### config.mk
export PLATFORM = sky130hd
export DESIGN_NAME = mdu_iter_flat
export DESIGN_NICKNAME = d
export VERILOG_FILES = /design/src/rtl/mdu_iter_pkg.sv /design/src/rtl/mdu_iter_if.sv /design/src/rtl/mdu_iter_step.sv /design/src/rtl/mdu_iter.sv /design/src/flat_wrapper.sv
export SDC_FILE = /design/constraint.sdc
export NUM_CORES = 1
export LEC_CHECK = 0
export ABC_AREA = 1
export CAP_MARGIN = 20
export CORE_AREA = 2 2 190 192
export DETAILED_ROUTE_END_ITERATION = 10
export DIE_AREA = 0 0 192 194
export PLACE_DENSITY = 0.75
export SLEW_MARGIN = 0
export SYNTH_ARGS = -nofsm -noshare
export SYNTH_HDL_FRONTEND = slang
export SYNTH_SLANG_ARGS = --single-unit
### constraint.sdc
create_clock -name clk -period 14.7 [get_ports clk]
set_clock_uncertainty 0.15 [all_clocks]
set_input_delay 2.205 -clock clk [delete_from_list [all_inputs] [get_ports clk]]
set_output_delay 2.205 -clock clk [all_outputs]
set_load 0.005 [all_outputs]
### src/rtl/mdu_iter_pkg.sv
// mdu_iter_pkg: shared width, RV32M op encodings and FSM states for the iterative MDU.
package mdu_iter_pkg;
    localparam int XLEN = 32;
    localparam int CW = $clog2(XLEN) + 1;
    typedef enum logic [2:0] {
        MDU_MUL    = 3'b000,
        MDU_MULH   = 3'b001,
        MDU_MULHSU = 3'b010,
        MDU_MULHU  = 3'b011,
        MDU_DIV    = 3'b100,
        MDU_DIVU   = 3'b101,
        MDU_REM    = 3'b110,
        MDU_REMU   = 3'b111
    } op_t;
    typedef enum logic [1:0] {ST_IDLE, ST_RUN, ST_FIN} state_t;
endpackage

### src/rtl/mdu_iter_if.sv
// mdu_iter_if: request/write-back bundle between register file, control and the MDU.
interface mdu_iter_if;
    import mdu_iter_pkg::*;
    logic start;
    logic flush;
    logic [2:0] op;
    logic [XLEN-1:0] a;
    logic [XLEN-1:0] b;
    logic [4:0] rd_in;
    logic busy;
    logic done;
    logic [XLEN-1:0] result;
    logic [4:0] rd_out;
    logic wb_we;
    modport master (output start, flush, op, a, b, rd_in, input busy, done, result, rd_out, wb_we);
    modport slave (input start, flush, op, a, b, rd_in, output busy, done, result, rd_out, wb_we);
endinterface

### src/rtl/mdu_iter_step.sv
// mdu_step: one radix-2 iteration, shift-add multiply or restoring divide on magnitudes.
module mdu_step
    import mdu_iter_pkg::*;
(
    input  logic            div,
    input  logic [XLEN-1:0] acc,
    input  logic [XLEN-1:0] sh,
    input  logic [XLEN-1:0] m,
    output logic [XLEN-1:0] acc_n,
    output logic [XLEN-1:0] sh_n
);
    logic [XLEN:0] sum;
    logic [XLEN:0] shl;
    logic [XLEN:0] dif;
    // Partial remainder stays below 2*m, so the borrow bit alone says whether m fits.
    always_comb begin
        sum = {1'b0, acc} + (sh[0] ? {1'b0, m} : '0);
        shl = {acc, sh[XLEN-1]};
        dif = shl - {1'b0, m};
        acc_n = div ? (dif[XLEN] ? shl[XLEN-1:0] : dif[XLEN-1:0]) : sum[XLEN:1];
        sh_n = div ? {sh[XLEN-2:0], ~dif[XLEN]} : {sum[0], sh[XLEN-1:1]};
    end
endmodule

### src/rtl/mdu_iter.sv
// mdu_iter: fixed-latency iterative RV32M multiply/divide unit with register-file write-back.
module mdu_iter
    import mdu_iter_pkg::*;
(
    input logic clk,
    input logic rst,
    mdu_iter_if.slave bus
);
    state_t state;
    logic [CW-1:0] cnt;
    logic [2:0] op_r;
    logic [XLEN-1:0] acc, sh, m, acc_n, sh_n, force_val, ma, mb, fv, res, result;
    logic [2*XLEN-1:0] prod;
    logic [4:0] rd_out;
    logic sa, sb, sa_r, sb_r, frc, frc_r, as, bs, done;
    // Operand signedness, magnitudes and the div-by-zero / overflow results are fixed at accept.
    always_comb begin
        as = bus.op[2] ? !bus.op[0] : bus.op[1:0] != 2'b11;
        bs = bus.op[2] ? !bus.op[0] : !bus.op[1];
        sa = as && bus.a[XLEN-1];
        sb = bs && bus.b[XLEN-1];
        ma = sa ? -bus.a : bus.a;
        mb = sb ? -bus.b : bus.b;
        frc = bus.op[2] && (bus.b == '0 || (bs && bus.a == {1'b1, {(XLEN-1){1'b0}}} && bus.b == '1));
        fv = bus.b == '0 ? (bus.op[1] ? bus.a : '1) : (bus.op[1] ? '0 : bus.a);
    end
    mdu_step u_step (.div(op_r[2]), .acc(acc), .sh(sh), .m(m), .acc_n(acc_n), .sh_n(sh_n));
    always_comb begin
        prod = (sa_r ^ sb_r) ? -{acc, sh} : {acc, sh};
        res = frc_r ? force_val
            : !op_r[2] ? (op_r[1:0] == 2'b00 ? prod[XLEN-1:0] : prod[2*XLEN-1:XLEN])
            : op_r[1] ? (sa_r ? -acc : acc)
            : ((sa_r ^ sb_r) ? -sh : sh);
    end
    always_ff @(posedge clk or posedge rst) begin
        if (rst) begin
            state <= ST_IDLE;
            cnt <= '0;
            op_r <= '0;
            acc <= '0;
            sh <= '0;
            m <= '0;
            sa_r <= 1'b0;
            sb_r <= 1'b0;
            frc_r <= 1'b0;
            force_val <= '0;
            result <= '0;
            rd_out <= '0;
            done <= 1'b0;
        end else if (state != ST_IDLE && bus.flush) begin
            state <= ST_IDLE;
            done <= 1'b0;
        end else begin
            case (state)
                ST_IDLE: begin
                    done <= 1'b0;
                    if (bus.start && !bus.flush) begin
                        state <= ST_RUN;
                        cnt <= '0;
                        op_r <= bus.op;
                        acc <= '0;
                        sh <= ma;
                        m <= mb;
                        sa_r <= sa;
                        sb_r <= sb;
                        frc_r <= frc;
                        force_val <= fv;
                        rd_out <= bus.rd_in;
                    end
                end
                ST_RUN: begin
                    if (cnt == CW'(XLEN)) begin
                        state <= ST_FIN;
                        result <= res;
                        done <= 1'b1;
                    end else begin
                        acc <= acc_n;
                        sh <= sh_n;
                        cnt <= cnt + 1'b1;
                    end
                end
                ST_FIN: begin
                    state <= ST_IDLE;
                    done <= 1'b0;
                end
                default: state <= ST_IDLE;
            endcase
        end
    end
    assign bus.busy = state != ST_IDLE;
    assign bus.done = done;
    assign bus.result = result;
    assign bus.rd_out = rd_out;
    // A flush landing in the done cycle must still suppress the register write.
    assign bus.wb_we = done && rd_out != '0 && !bus.flush;
endmodule

### src/flat_wrapper.sv
// flat-port wrapper written by rule: the top's interface ports become plain ports
module mdu_iter_flat import mdu_iter_pkg::*;
  (clk, rst, bus_start, bus_flush, bus_op, bus_a, bus_b, bus_rd_in, bus_busy, bus_done, bus_result, bus_rd_out, bus_wb_we);
  mdu_iter_if bus_i ();
  input logic clk;
  input logic rst;
  input wire logic [$bits(bus_i.start)-1:0] bus_start;
  input wire logic [$bits(bus_i.flush)-1:0] bus_flush;
  input wire logic [$bits(bus_i.op)-1:0] bus_op;
  input wire logic [$bits(bus_i.a)-1:0] bus_a;
  input wire logic [$bits(bus_i.b)-1:0] bus_b;
  input wire logic [$bits(bus_i.rd_in)-1:0] bus_rd_in;
  output wire logic [$bits(bus_i.busy)-1:0] bus_busy;
  output wire logic [$bits(bus_i.done)-1:0] bus_done;
  output wire logic [$bits(bus_i.result)-1:0] bus_result;
  output wire logic [$bits(bus_i.rd_out)-1:0] bus_rd_out;
  output wire logic [$bits(bus_i.wb_we)-1:0] bus_wb_we;
  assign bus_i.start = bus_start;
  assign bus_i.flush = bus_flush;
  assign bus_i.op = bus_op;
  assign bus_i.a = bus_a;
  assign bus_i.b = bus_b;
  assign bus_i.rd_in = bus_rd_in;
  assign bus_busy = bus_i.busy;
  assign bus_done = bus_i.done;
  assign bus_result = bus_i.result;
  assign bus_rd_out = bus_i.rd_out;
  assign bus_wb_we = bus_i.wb_we;
  mdu_iter u_core (.clk(clk), .rst(rst), .bus(bus_i));
endmodule
After elaboration in Yosys (flattened, before gate mapping)
Cells that the tools add are included.

Bits in registers: 180. Latch bits: 0. RAM bits: 0. ROM bits: 0. Bits of input ports: 76. Word-level logic and storage cells: 94. Memories: 0.

Add/sub/neg operators: 8. $mul: 0. Divide/modulo/power cells: 0. Order comparisons: 0. Equal/unequal tests: 10. Shift operators: 0. Multiplexer cells: 34. Bitwise gates (word level): 3. Reductions and logical operators: 26.

Operators by type and width (number): $mux 32 (19); $neg 32->32 (4); $pmux 32 s2 (2); $eq 32x32->1 const B (2); $mux 64 (1); $neg 64->64 (1); $add 32x33->33 (1); $sub 33x32->33 (1); $logic_not 32->1 (1); $mux 6 (2); $pmux 6 s2 (1); $logic_and 1x1->1 (9); $add 6x1->6 const B (1); $eq 6x6->1 const B (1); $mux 2 (3); $ne 3x1->1 const B (2); $reduce_and 3->1 (2); $reduce_bool 5->1 (1); $logic_not 2->1 (2); $mux 1 (4); $ne 2x2->1 const B (2); $pmux 2 s2 (1); $reduce_and 2->1 (2); $reduce_and 4->1 (1); other kinds (11) (15).

Depth between registers and ports, before layout
Word-level depth: 6. Gate-level depth with buffers: 19. Depth with buffers taken out: 19.

Cells and area by module
From an unflattened synthesis, not the netlist that was laid out.

Cell total of the unflattened synthesis: 3526. Area total of the unflattened synthesis: 19865.3 um^2.

By module, submodules not included: mdu_iter (instances 1, cells each 2223, area an instance 13606.8 um^2, sequential area each 4504.3 um^2); mdu_step (instances 1, cells each 1303, area an instance 6258.5 um^2, sequential area each 0.0 um^2).

Least setup slack after synthesis
Ideal clock, no wire load.

Kind: input port to output port. Start: input port bus_flush. End: output port bus_wb_we. Arrival time: 2.394 ns. Path slack: 9.951 ns. Cell stages on the path: 3. Path buffers: 0. Cell sequence: inv_1 -> nand3_1 -> inv_1.

Longest elaborated chain between the ends: 2.

Ends and longest elaborated chain: start, declared (line flat_wrapper.sv:8) `input wire logic [$bits(bus_i.flush)-1:0] bus_flush;`; $logic_not 1->1 (line mdu_iter.sv:95) `assign bus.wb_we = done && rd_out != '0 && !bus.flush;`; $logic_and 1x1->1 (line mdu_iter.sv:95); end, declared (line flat_wrapper.sv:17) `output wire logic [$bits(bus_i.wb_we)-1:0] bus_wb_we;`.

No other way between the ends.

Final worst setup path
Ends and elaborated chain as after synthesis.

==> metrics.cfg <==
[placed_design]
globalplace.congestion=1.062
io_buffer_count=115
pre_cts_slack_ns=8.946
place.detailed.instances=3881
detailed_place_hpwl_um=58610
postPlaceCellArea_um2=20880

[layout]
area_growth_pct=10.25
final_area_um2=21540
num-nets-final=3589
footprint_of_the_multi_input_gates_um2=12630
antenna_cells=0
post_route_cells_drive_above_1_share=0.03417
area.sequential_um2=4506
n_fill_cell=3489
layout.cells.non_filler=3914

[min_path]
hold_path_class=reg -> reg

[power]
worst_voltage_drop_across_the_vdd_grid_uv=120.5
cellPowerDensity_nw_per_um2=145.8
static-leakage-power_nw=11.36
design_power_total_mw=3.140

[critical_path]
critical_path_required_ns=12.35
start_kind=input pin
worst_path_largest_cell_delay_ns=0.49
worstPathMaxFanout=3
crit_path_cell_trace=clkdlybuf4s50_1, inv_1, nand3_1, inv_1, clkdlybuf4s50_1
cp.arrival_ns=3.40
worst_path_max_delay_cell=sky130_fd_sc_hd__clkdlybuf4s50_1
timing_worst_setup_path_type=in -> out
worst_r2r_setup_slack_ns=10.98
setup.worst_path.end_class=output pin

[cts]
post_cts.repair.setup_buffers=0
worst_skew_pair.late_latency_ns=0.47
numCtsBuffers=17
cts_hold_buffers=0
max-clock-path-buffers=2
clkTransAtPathRegs_ns=0.08
htreeDepth=4
tritoncts=yes
numClockSinks=180
clock-root-buffer=sky130_fd_sc_hd__clkbuf_16
post_cts_resized=0

[synth]
postSynthNetCount=3555
post_synth_fa_ha_maj_area_fraction=0.06187
synth_mux_area_frac=0
synth-seq-area-share=0.2306
post_synth_xor_area_fraction=0.03100
combinational_family_with_the_most_area_after_synthesis=simple AND/OR/NAND/NOR gates
synth_area_leader_cell=sky130_fd_sc_hd__dfrtp_1
synthTopCellsByArea=sky130_fd_sc_hd__dfrtp_1, sky130_fd_sc_hd__nand2_1, sky130_fd_sc_hd__nand3_1
post_synthesis_cell_type_count=53
synthDominantCellAreaShare=0.2306
yosys_register_bits=180
synthCells=3406
synth-simple-area-share=0.4250
ys_dominant_reg_cell=sky130_fd_sc_hd__dfrtp_1
synth.yosys.warnings=0
syn_area_per_cell_um2=5.736
synth_enable_flop_cells=0
synth_async_reset_ratio=1.000
area_fraction_in_compound_gates_after_synthesis=0.1280
syn_area_um2=19540

[sta]
setup_viol=0
setup-tns-final_ns=0
timing.slew.headroom=0.2300
finalHoldViolCount=0
report.final.slew_viol_count=0
final_min_period_over_clock_period=0.3915
maxClockFrequency_ghz=0.1738
period_minus_slack_ns=5.754
tightestPinTransition_ns=1.148
post-route-worst-setup-slack_ns=8.946
rsz0062_at_grt=no

[detailed_routing]
total_iterations_of_the_first_detailed_routing_run=6
postRouteWirelength_um=76620
route.detailed.drc=0
ant_nets=0
dr_total_vias=23140
detail_route.wl_per_cell_um=19.58
drt-vias-per-instance=5.913
detail_route.iter0.violations=2716

[run]
timing.max_cap.violations=0

[global_routing]
grt_use_total=0.4135
grt_util_met3=0.1271
grt_use_met2=0.5819
wire_length_of_the_first_global_routing_pass_um=119100
use_met1=0.5910
grt_max_degree=109
first_global_vias=21290
global_route.peak_usage_layer=met1
grt_antenna_before_repair=0
grt.overflow.total=0

[die]
io-pin-count=116
initial_utilization=0.5546
placementRows=69
die-area_um2=37250
core_region_area_um2=35220
die_x_um=192
die_ht_um=194

[run_status]
run_status=finished clean

## cells in the mapped netlist, types with 4 or more instances
master and number:
sky130_fd_sc_hd__or2_2 13, sky130_fd_sc_hd__a31oi_1 20, sky130_fd_sc_hd__inv_1 481, sky130_fd_sc_hd__nand3_1 383
sky130_fd_sc_hd__nand3b_1 15, sky130_fd_sc_hd__nand4_1 31, sky130_fd_sc_hd__o211ai_1 13, sky130_fd_sc_hd__nor2_2 12
sky130_fd_sc_hd__o21ai_1 17, sky130_fd_sc_hd__ha_1 71, sky130_fd_sc_hd__clkbuf_1 72, sky130_fd_sc_hd__buf_6 7
sky130_fd_sc_hd__xor2_1 52, sky130_fd_sc_hd__xnor2_1 14, sky130_fd_sc_hd__nand2_2 10, sky130_fd_sc_hd__dfrtp_1 180
sky130_fd_sc_hd__maj3_1 28, sky130_fd_sc_hd__nand3_2 4, sky130_fd_sc_hd__a21oi_1 184, sky130_fd_sc_hd__buf_1 13
sky130_fd_sc_hd__o21ai_0 197, sky130_fd_sc_hd__buf_4 7, sky130_fd_sc_hd__nor4_1 9, sky130_fd_sc_hd__a22oi_1 6
sky130_fd_sc_hd__nor3_1 24, sky130_fd_sc_hd__nand2_1 1140, sky130_fd_sc_hd__nor2_1 319, sky130_fd_sc_hd__buf_2 19
sky130_fd_sc_hd__inv_2 9, sky130_fd_sc_hd__a21o_1 7, sky130_fd_sc_hd__o21bai_1 11
## critical path, delay by kind of cell
family	cells	cell delay, ns
buffers and inverters	4	1.11
and+or+nand+nor	1	0.09
## registers in the layout (all words and copies together), names as in the netlist
| register | cells |
|---|---|
| u_core.bus.rd_out | 5 |
| u_core.frc_r | 1 |
| u_core.bus.result | 32 |
| u_core.state | 2 |
| u_core.acc | 32 |
| u_core.sh | 32 |
| u_core.m | 32 |
| u_core.cnt | 6 |
| u_core.bus.done | 1 |
| u_core.op_r | 3 |
| u_core.force_val | 32 |
| u_core.sb_r | 1 |
| u_core.sa_r | 1 |
## per-layer routing
layer	vias up	part of all wire
met1	10590	0.42
met3	204	0.13
met5	-	0
li1	10910	-
met4	0	0.040
met2	1437	0.40
## where the power goes
| part | switching [mW] | internal, mW | total, mW |
|---|---|---|---|
| clock | 0.251 | 0.262 | 0.513 |
| combinational | 1.30 | 0.566 | 1.86 |
| sequential | 0.182 | 0.583 | 0.765 |
| total | 1.73 | 1.41 | 3.14 |
## cells in the final DEF (no fill, tap or decap), types with 15 or more instances in the layout
cell,Yosys,final
sky130_fd_sc_hd__nand2_1,1140,1140
sky130_fd_sc_hd__inv_1,481,480
sky130_fd_sc_hd__nand3_1,383,382
sky130_fd_sc_hd__nor2_1,319,318
sky130_fd_sc_hd__o21ai_0,197,197
sky130_fd_sc_hd__a21oi_1,184,184
sky130_fd_sc_hd__dfrtp_1,180,179
sky130_fd_sc_hd__clkdlybuf4s50_1,0,115
sky130_fd_sc_hd__ha_1,71,71
sky130_fd_sc_hd__xor2_1,52,52
sky130_fd_sc_hd__nand4_1,31,31
sky130_fd_sc_hd__maj3_1,28,28
sky130_fd_sc_hd__nor3_1,24,24
sky130_fd_sc_hd__a31oi_1,20,20
sky130_fd_sc_hd__o21ai_1,17,17
sky130_fd_sc_hd__clkbuf_16,0,17
sky130_fd_sc_hd__buf_4,7,17
sky130_fd_sc_hd__nand3b_1,15,15
## path summary, 6_finish.rpt
kind / startpoint / endpoint / cells past startpoint
max reg2reg: u_core.sh[31] / u_core.acc[16] / 18
min reg2reg: u_core.force_val[4] / u_core.force_val[4] / 2
max: bus_flush / bus_wb_we / 5
max in group asynchronous: rst / u_core.op_r[2] / 3
min: u_core.force_val[4] / u_core.force_val[4] / 2
min in group asynchronous: rst / u_core.bus.result[25] / 2
## final cells by class
cell class / instances / share of cell area
clock buffer: 17 / 0.01975
inverter: 493 / 0.08638
tap: 461 / 0.02678
multi-input combinational: 2614 / 0.5862
clock inverter: 15 / 0.009817
timing repair buffer: 134 / 0.06192
sequential: 180 / 0.2092
## metrics by stage
step                        util  hold WS [ns]
after floorplan                -        0.2936
after global routing      0.6115        0.3619
after CTS                 0.6107        0.3318
final                     0.6115        0.3297
after global placement    0.5919        0.3081
after detailed placement  0.5926        0.3104
## cell families (layout without fill, tap and decap cells)
family / count (synthesis) / after routing
xor gates and xnor gates: 67 / 67
DFF: 180 / 180
and+or+nand+nor: 1977 / 1977
AOI/OAI and AO/OA: 469 / 469
adders and majority gates: 101 / 101
buffers and inverters: 612 / 659
(Power assumes the default switching activity.)
